`src/rtl/ddr3_rw_arbiter.sv`:
```
`default_nettype none
// ============================================================================
// Module   : ddr3_rw_arbiter
// Brief    : Write/read command arbiter in front of a single DDR3 controller
//            command port. Multi-chunk bursts stay contiguous, same-direction
//            packets are batched. Optional fairness: RW_ARB_FAIRNESS_EN.
// Revision : 1.0  initial release
// ============================================================================
module ddr3_rw_arbiter #(
    parameter int ADDRS        = 32,
    parameter int AXI_ID_WIDTH = 4,
    parameter int MAX_RUN      = 8
) (
    input  logic                    clock,
    input  logic                    reset_n,
    input  logic                    wr_store_i,
    output logic                    wr_accept_o,
    input  logic                    wr_wseq_i,
    input  logic [AXI_ID_WIDTH-1:0] wr_wrid_i,
    input  logic [ADDRS-1:0]        wr_addr_i,
    input  logic                    rd_fetch_i,
    output logic                    rd_accept_o,
    input  logic                    rd_rseq_i,
    input  logic [AXI_ID_WIDTH-1:0] rd_rdid_i,
    input  logic [ADDRS-1:0]        rd_addr_i,
    output logic                    ctl_req_o,
    input  logic                    ctl_run_i,
    output logic                    ctl_rdwr_o,
    output logic                    ctl_seq_o,
    output logic [AXI_ID_WIDTH-1:0] ctl_id_o,
    output logic [ADDRS-1:0]        ctl_addr_o
);

    typedef enum logic [1:0] {
        ST_IDLE  = 2'd0,
        ST_WRITE = 2'd1,
        ST_READ  = 2'd2
    } state_t;

    state_t                  r_state;
    state_t                  w_state_nxt;
    logic                    r_lock;
    logic                    w_lock_nxt;
    logic                    r_req;
    logic                    r_rdwr;
    logic                    r_seq;
    logic [AXI_ID_WIDTH-1:0] r_id;
    logic [ADDRS-1:0]        r_addr;

    logic w_empty;
    logic w_cur_rd;
    logic w_cur_v;
    logic w_cur_seq;
    logic w_oth_v;
    logic w_oth_seq;
    logic w_switch;
    logic w_grant_wr;
    logic w_grant_rd;
    logic w_run_restart;
    logic w_run_step;

    assign w_empty   = !r_req || ctl_run_i;
    assign w_cur_rd  = (r_state == ST_READ);
    assign w_cur_v   = w_cur_rd ? rd_fetch_i : wr_store_i;
    assign w_cur_seq = w_cur_rd ? rd_rseq_i  : wr_wseq_i;
    assign w_oth_v   = w_cur_rd ? wr_store_i : rd_fetch_i;
    assign w_oth_seq = w_cur_rd ? wr_wseq_i  : rd_rseq_i;

`ifdef RW_ARB_FAIRNESS_EN
    localparam int c_RUN_W = ($clog2(MAX_RUN + 1) > 4) ? $clog2(MAX_RUN + 1) : 4;
    localparam logic [c_RUN_W-1:0] c_MAX_RUN = c_RUN_W'(MAX_RUN);

    logic [c_RUN_W-1:0] r_run_cnt;

    assign w_switch = w_oth_v && (!w_cur_v || (r_run_cnt >= c_MAX_RUN));

    always_ff @(posedge clock or negedge reset_n) begin
        if (!reset_n) begin
            r_run_cnt <= '0;
        end else if (w_run_restart) begin
            r_run_cnt <= c_RUN_W'(1);
        end else if (w_run_step && (r_run_cnt < c_MAX_RUN)) begin
            r_run_cnt <= r_run_cnt + 1'b1;
        end
    end
`else
    logic w_unused_run;

    assign w_switch     = w_oth_v && !w_cur_v;
    assign w_unused_run = (MAX_RUN != 0) ^ w_run_restart ^ w_run_step;
`endif

    // Grants only when the output register is free; a continuation chunk of
    // the current direction always wins, a locked empty head stalls.
    always_comb begin
        w_state_nxt   = r_state;
        w_lock_nxt    = r_lock;
        w_grant_wr    = 1'b0;
        w_grant_rd    = 1'b0;
        w_run_restart = 1'b0;
        w_run_step    = 1'b0;
        if (reset_n && w_empty) begin
            unique case (r_state)
                ST_IDLE: begin
                    w_lock_nxt = 1'b0;
                    if (rd_fetch_i) begin
                        w_grant_rd    = 1'b1;
                        w_state_nxt   = ST_READ;
                        w_lock_nxt    = rd_rseq_i;
                        w_run_restart = 1'b1;
                    end else if (wr_store_i) begin
                        w_grant_wr    = 1'b1;
                        w_state_nxt   = ST_WRITE;
                        w_lock_nxt    = wr_wseq_i;
                        w_run_restart = 1'b1;
                    end
                end
                default: begin
                    if (w_cur_v && w_cur_seq) begin
                        w_grant_rd = w_cur_rd;
                        w_grant_wr = !w_cur_rd;
                        w_lock_nxt = 1'b1;
                    end else if (!w_cur_v && !w_oth_v) begin
                        w_state_nxt = ST_IDLE;
                        w_lock_nxt  = 1'b0;
                    end else if (!w_cur_v && r_lock) begin
                        w_lock_nxt = 1'b1;
                    end else if (w_switch) begin
                        w_grant_rd    = !w_cur_rd;
                        w_grant_wr    = w_cur_rd;
                        w_state_nxt   = w_cur_rd ? ST_WRITE : ST_READ;
                        w_lock_nxt    = w_oth_seq;
                        w_run_restart = 1'b1;
                    end else if (w_cur_v) begin
                        w_grant_rd = w_cur_rd;
                        w_grant_wr = !w_cur_rd;
                        w_lock_nxt = 1'b0;
                        w_run_step = 1'b1;
                    end
                end
            endcase
        end
    end

    always_ff @(posedge clock or negedge reset_n) begin
        if (!reset_n) begin
            r_state <= ST_IDLE;
            r_lock  <= 1'b0;
        end else begin
            r_state <= w_state_nxt;
            r_lock  <= w_lock_nxt;
        end
    end

    always_ff @(posedge clock or negedge reset_n) begin
        if (!reset_n) begin
            r_req  <= 1'b0;
            r_rdwr <= 1'b0;
            r_seq  <= 1'b0;
            r_id   <= '0;
            r_addr <= '0;
        end else if (w_grant_rd) begin
            r_req  <= 1'b1;
            r_rdwr <= 1'b1;
            r_seq  <= rd_rseq_i;
            r_id   <= rd_rdid_i;
            r_addr <= rd_addr_i;
        end else if (w_grant_wr) begin
            r_req  <= 1'b1;
            r_rdwr <= 1'b0;
            r_seq  <= wr_wseq_i;
            r_id   <= wr_wrid_i;
            r_addr <= wr_addr_i;
        end else if (ctl_run_i) begin
            r_req  <= 1'b0;
        end
    end

    assign wr_accept_o = w_grant_wr;
    assign rd_accept_o = w_grant_rd;
    assign ctl_req_o   = r_req;
    assign ctl_rdwr_o  = r_rdwr;
    assign ctl_seq_o   = r_seq;
    assign ctl_id_o    = r_id;
    assign ctl_addr_o  = r_addr;

endmodule
`default_nettype wire

```
`config.mk`:
```
export PLATFORM = sky130hd
export DESIGN_NAME = ddr3_rw_arbiter
export DESIGN_NICKNAME = d
export VERILOG_FILES = /design/src/rtl/ddr3_rw_arbiter.sv
export SDC_FILE = /design/constraint.sdc
export NUM_CORES = 1
export LEC_CHECK = 0
export CORE_MARGIN = 8
export CORE_UTILIZATION = 30
export DETAILED_ROUTE_END_ITERATION = 7
export PLACE_DENSITY = 0.73
export SYNTH_ARGS = -nofsm -noshare
export SYNTH_HDL_FRONTEND = slang
export SYNTH_SLANG_ARGS = --single-unit
```
`constraint.sdc`:
```
create_clock -name clock -period 1.95 [get_ports clock]
set_input_delay 0.195 -clock clock [delete_from_list [all_inputs] [get_ports clock]]
set_output_delay 0.195 -clock clock [all_outputs]
set_load 0.05 [all_outputs]
```
==> impl_results.md, run 1 <==
- Commonest non-fill, non-tap cell in the layout: clkdlybuf4s50_1
- Hold Crit Class: input port to async pin
- Slew headroom: 64.45%
- Clock skew: 6.334 ps
- Worst skew pair latency: 290 ps
- Final Wtd Congestion: 0.7616
- Clock H-tree levels: 2
- RSZ-0062 raised after global routing: no
- Gr ovfl total: 0
- VDD IR max: 0.8859 mV
- Fin nets: 436
- Critical path startpoint category: flop
- Final Max Tran Viols: 0
- Share of cells above drive strength 1: 6.425%
- Worst EP required: 1750 ps
- Final hold violations: 0
- Largest family of logic cells by synthesized area: compound AO/OA/AOI/OAI gates
- DRC Markers: 0
- CTS Buf Count: 5
- Area of the multi-input gates: 798.3 um^2
- Final hold slack: 296.2 ps
- Clk slew on worst S/H paths: 80 ps
- Pwr/cell area: 1631 nW/um^2
- Slowest cell on the critical path: dfrtp_1
- First-pass GRT wire length: 11240 um
- Yosys reg bits: 42
- Clock power frac: 12.3%
- Core area: 6314 um^2
- Pint: 0.002835 W
- Pin count of the biggest net entering global routing: 40
- # port buffers: 119
- Post-synthesis mux area share: 0%
- CTS tree: built
- Mean Syn Cell Area: 8.301 um^2
- Root buffer cell: clkbuf_8
- Number of post-CTS setup repair buffers: 0
- Worst EP arrival: 1570 ps
- Gate Count Post-Synth: 235
- CP bufs+invs: 2
- Antenna-violating nets left: 0
- Synth cell types: 19
- Std-Cell Rows: 29
- Max Cap Viol: 0
- Crit end category: primary output
- Crit path max fanout: 8
- Synth Area in Adders: 0%
- Period minus WS final: 1769 ps
- Vias: 2099
- Synth Area in XOR/XNOR: 0%
- Die W: 96.64 um
- Initial DRC Count: 85
- Final total power: 0.005551 W
- Number of global-route vias before repair: 2226
- Delay-heaviest family, CP: flip-flops
- Reg2Reg Setup Slack: 330 ps
- Synth-to-Final Area Change: 74.47%
- FF-to-FF Start: r_lock
- Final setup fails: 0
- Fin crit share: 90.73%
- Setup TNS: 0 ps
- Clock sink count: 42
- # IOs: 120
- Psw: 0.002715 W
- Reg2reg end: ctl_id_o[1]
- Ant. Diodes: 0
- Leak pwr: 1.464 nW
- Sw Share: 48.92%
- Drt wl/cell: 15.69 um
- Fmax: 565.2 MHz
- Initial Util: 30.90%
- Syn_nets: 314
- Worst Reg2Reg Path Length in Cells: 6
- Comb power frac: 59.5%
- Max stage delay on crit path: 460 ps
- Worst-margin pin slew: 531.6 ps
- Drt via density: 4.825
- Ys Warns: 0
- Worst-path cell chain: a21oi_1 -> o2111ai_4 -> inv_2 -> buf_12
- Core Util, Final: 53.90%
- Post-Route WL: 6823 um
- Post-Syn Area: 1951 um^2
- Status: completed
- Sequential share of the synthesized area: 53.88%
- Initial antenna violation count: 0
- Chip height: 96.64 um
- DIE AREA: 9338 um^2
- Part of the power in registers: 28.2%
- Aggregate global-route resource usage: 14.31%
- Deepest clock path buffer count: 2
- Synth Area in Simple Gates: 17.00%
- Fillers: 577
- Commonest non-fill, non-tap cells in the layout: 116 x clkdlybuf4s50_1, 79 x a21oi_1, 42 x dfrtp_1, 41 x nand2_1, 38 x nor2_1
- Critical path class: flop to primary output
- DP HPWL: 5122 um
- Storage cell area: 1051 um^2
- Compound-Gate Fraction of Synth Area: 23.35%
- Detailed Routing Iterations Pass 1: 4
## metal layers
layer  global-route usage [%]  wire length [um]  vias up
li1                         -                 -     1028
met1                    17.96              3046      973
met2                    22.19              3059       91
met3                    6.046               652        7
met4                    3.195                65        0
met5                        0                 0        -
## registers in the layout (all words and copies together), names as in the netlist
register and cells:
ctl_addr_o 32, ctl_id_o 4, r_state 2, ctl_rdwr_o 1, r_lock 1, ctl_seq_o 1, ctl_req_o 1
## what timing repair did
action                                 in CTS  in global routing
resized for setup                           0                  0
hold buffers                                1                  0
endpoints found under the hold margin       4                  0
## through the flow
| stage | area (um^2) | worst slack (ps) | cells |
|---|---|---|---|
| floorplan | 1951 | 303.8 | 235 |
| global placement | 3287 | 222.8 | 426 |
| detailed placement | 3287 | 178.6 | 426 |
| CTS | 3403 | 136.6 | 435 |
| global route | 3403 | 87.93 | 435 |
| finish | 3403 | 180.7 | 435 |
## how the worst max path moves through the flow
stage / startpoint / end / slack [ps] / cells past startpoint
after floorplan: ctl_req_o / ctl_addr_o[14] / 300 / 6
after global routing: r_lock / wr_accept_o / 90 / 4
after global placement: rd_fetch_i / ctl_addr_o[19] / 220 / 7
after CTS: r_lock / wr_accept_o / 140 / 4
after detailed placement: rd_fetch_i / ctl_addr_o[19] / 180 / 7
final: r_lock / wr_accept_o / 180 / 4
## synthesized netlist by cell type
master | count | area (um^2)
o2111ai_2 | 1 | 15.01
nand2b_1 | 2 | 12.51
clkbuf_1 | 4 | 15.01
dfrtp_1 | 42 | 1051
a21oi_1 | 79 | 395.4
nand4_1 | 1 | 6.260
a31oi_1 | 2 | 12.51
buf_4 | 4 | 30.03
o211ai_1 | 1 | 7.510
inv_2 | 2 | 7.510
and2_1 | 1 | 6.260
nor2_1 | 38 | 142.6
nand3_1 | 2 | 10.01
buf_6 | 2 | 22.52
nand2_1 | 41 | 153.9
buf_2 | 6 | 30.03
inv_1 | 2 | 7.510
o21ai_0 | 4 | 20.02
o21ai_1 | 1 | 5.000
## kinds of logic after synthesis
logic type	Yosys count
compound gates	88
buf+inv	20
flops	42
simple gates	85
## cell type report
class                      instances  share of cell area (%)
tap                               77                   2.831
inverter                           4                  0.4412
timing repair buffer             131                   39.26
clock buffer                       7                   2.243
sequential                        42                   30.88
clock inverter                     1                  0.8824
multi-input combinational        173                   23.46
## power groups by stage
stage	clock network, W	registers, W	logic [W]
after global routing	0.000752	0.00163	0.00350
after CTS	0.000705	0.00157	0.00334
after global placement	0	0.00156	0.00330
after detailed placement	0	0.00158	0.00333
after floorplan	0	0.00301	0.000631
final	0.000685	0.00157	0.00330
(Power assumes the default switching activity.)
==> run 2: changes to the inputs <==
--- a/config.mk
+++ b/config.mk
@@ -5,10 +5,12 @@
 export SDC_FILE = /design/constraint.sdc
 export NUM_CORES = 1
 export LEC_CHECK = 0
+export CELL_PAD_IN_SITES_DETAIL_PLACEMENT = 0
+export CELL_PAD_IN_SITES_GLOBAL_PLACEMENT = 2
 export CORE_MARGIN = 8
-export CORE_UTILIZATION = 30
+export CORE_UTILIZATION = 19
 export DETAILED_ROUTE_END_ITERATION = 7
-export PLACE_DENSITY = 0.73
+export PLACE_DENSITY = 0.85
 export SYNTH_ARGS = -nofsm -noshare
 export SYNTH_HDL_FRONTEND = slang
 export SYNTH_SLANG_ARGS = --single-unit
==> impl_results.md, run 2 (same netlist as run 1, synthesis figures left out) <==
- Commonest non-fill, non-tap cell in the layout: clkdlybuf4s50_1
- VDD IR max: 0.6119 mV (-31%)
- Critical path class: flop to primary output
- Fin nets: 435 (-0.23%)
- Antenna-violating nets left: 0 (unchanged)
- Std-Cell Rows: 37 (+28%)
- Area of the multi-input gates: 798.3 um^2 (unchanged)
- Final setup fails: 0 (unchanged)
- Synth-to-Final Area Change: 75.69%
- Initial antenna violation count: 0 (unchanged)
- Core area: 10140 um^2 (+61%)
- DIE AREA: 13770 um^2 (+47%)
- Reg2Reg Setup Slack: 430 ps (+100 ps)
- First-pass GRT wire length: 11920 um (+6.1%)
- Fillers: 1074 (+86%)
- Critical path startpoint category: flop
- Clock skew: 8.397 ps (+2.064 ps)
- Drt wl/cell: 14.91 um (-4.9%)
- Number of post-CTS setup repair buffers: 0 (unchanged)
- Post-Route WL: 7352 um (+7.8%)
- # IOs: 120 (unchanged)
- Detailed Routing Iterations Pass 1: 4 (unchanged)
- Die W: 117.3 um (+21%)
- Pin count of the biggest net entering global routing: 43 (+7.5%)
- Clock H-tree levels: 2 (unchanged)
- Hold Buf Count CTS: 0 (-1)
- CTS Buf Count: 5 (unchanged)
- Final total power: 0.005464 W (-1.6%)
- Number of global-route vias before repair: 2193 (-1.5%)
- Max stage delay on crit path: 460 ps (about the same)
- Post-cts resize count: 0 (unchanged)
- Max Cap Viol: 0 (unchanged)
- Worst-margin pin slew: 594.5 ps (+62.84 ps)
- Crit path max fanout: 10 (+2)
- Worst skew pair latency: 290 ps (about the same)
- # port buffers: 119 (unchanged)
- Fin crit share: 92.63% (+1.9 points)
- Period minus WS final: 1806 ps (+36.89 ps)
- FF-to-FF Start: r_lock
- Chip height: 117.3 um (+21%)
- Worst EP required: 1750 ps (about the same)
- Deepest clock path buffer count: 2 (unchanged)
- Final hold violations: 0 (unchanged)
- Hold Crit Class: input port to async pin
- Drt via density: 4.174 (-13%)
- Setup TNS: 0 ps (unchanged)
- Status: completed
- RSZ-0062 raised after global routing: no
- CTS tree: built
- Root buffer cell: clkbuf_8
- Clk slew on worst S/H paths: 80 ps (about the same)
- Ant. Diodes: 0 (unchanged)
- Vias: 2058 (-2.0%)
- Initial Util: 19.24% (-12 points)
- Core Util, Final: 33.80% (-20 points)
- Clock sink count: 42 (unchanged)
- Fmax: 553.7 MHz (-2.0%)
- Commonest non-fill, non-tap cells in the layout: 116 x clkdlybuf4s50_1, 79 x a21oi_1, 42 x dfrtp_1, 41 x nand2_1, 38 x nor2_1
- Storage cell area: 1051 um^2 (unchanged)
- Slew headroom: 60.37% (-4.1 points)
- Reg2reg end: ctl_id_o[2]
- Worst Reg2Reg Path Length in Cells: 6 (unchanged)
- Aggregate global-route resource usage: 10.56% (-3.8 points)
- Share of cells above drive strength 1: 6.723% (+0.30 points)
- Final Wtd Congestion: 0.7107 (-6.7%)
- Max reg flops: 32 (unchanged)
- Pwr/cell area: 1594 nW/um^2 (-2.3%)
- DP HPWL: 5516 um (+7.7%)
- Worst-path cell chain: a21oi_1 -> o2111ai_4 -> inv_2 -> buf_4 -> buf_12
- Initial DRC Count: 92 (+8.2%)
- Leak pwr: 1.446 nW (-1.2%)
- Crit end category: primary output
- Slowest cell on the critical path: dfrtp_1
- Gr ovfl total: 0 (unchanged)
- DRC Markers: 0 (unchanged)
- Worst EP arrival: 1610 ps (+40 ps)
- Final Max Tran Viols: 0 (unchanged)
[run 2: changes by cell type in the layout (fill, tap and decap cells not counted)]
| cell | change |
|---|---|
| buf_12 | -2 |
| buf_4 | +2 |
| bufinv_16 | -1 |
| clkbuf_1 | -1 |
| clkbuf_8 | +1 |
| clkinv_2 | +1 |
| dlygate4sd3_1 | -1 |
[run 2: report_power, final]
group | internal [W] | switching, W | leakage (nW)
sequential | 0.00130 | 0.000257 | 0.487
combinational | 0.00113 | 0.00216 | 0.910
clock | 0.000287 | 0.000318 | 0.0482
[run 2: layout make-up]
| type | instances | share of cell area [%] |
|---|---|---|
| clock buffers | 7 | 2.519 |
| clock inverters | 1 | 0.1460 |
| inverters | 4 | 0.4381 |
| multi-input cells | 173 | 23.29 |
| flip-flops and latches | 42 | 30.67 |
| well taps | 136 | 4.965 |
| repair buffers | 130 | 37.97 |
[run 2: worst max-delay path by stage]
stage	startpoint	endpoint	cells after the start
final	r_lock	wr_accept_o	5
after global routing	r_lock	wr_accept_o	5
after CTS	r_lock	wr_accept_o	5
after detailed placement	rd_fetch_i	ctl_addr_o[11]	7
after global placement	ctl_run_i	rd_accept_o	6
after floorplan	ctl_req_o	ctl_addr_o[14]	6
[run 2: per-stage QoR]
| stage | setup WS (ps) | area [um^2] | hold slack (ps) | instances |
|---|---|---|---|---|
| floorplan | 303.8 | 1951 | -100.6 | 235 |
| global placement | 242.5 | 3336 | 416.6 | 485 |
| detailed placement | 169.9 | 3336 | 425.8 | 485 |
| CTS | 104.7 | 3427 | 97.32 | 493 |
| global route | 54.85 | 3427 | 120.5 | 493 |
| finish | 143.8 | 3427 | 83.67 | 493 |
[run 2: critical path, delay by kind of cell, from the launching register on]
family          cells  cell delay (ps)
flops               1              460
buf+inv             3              420
compound gates      2              430
[run 2: routing by layer]
layer / GRT usage (%) / wire length, um
met4: 3.001 / 68
met5: 0 / 0
met2: 18.04 / 3459
met1: 12.16 / 3283
met3: 3.693 / 541
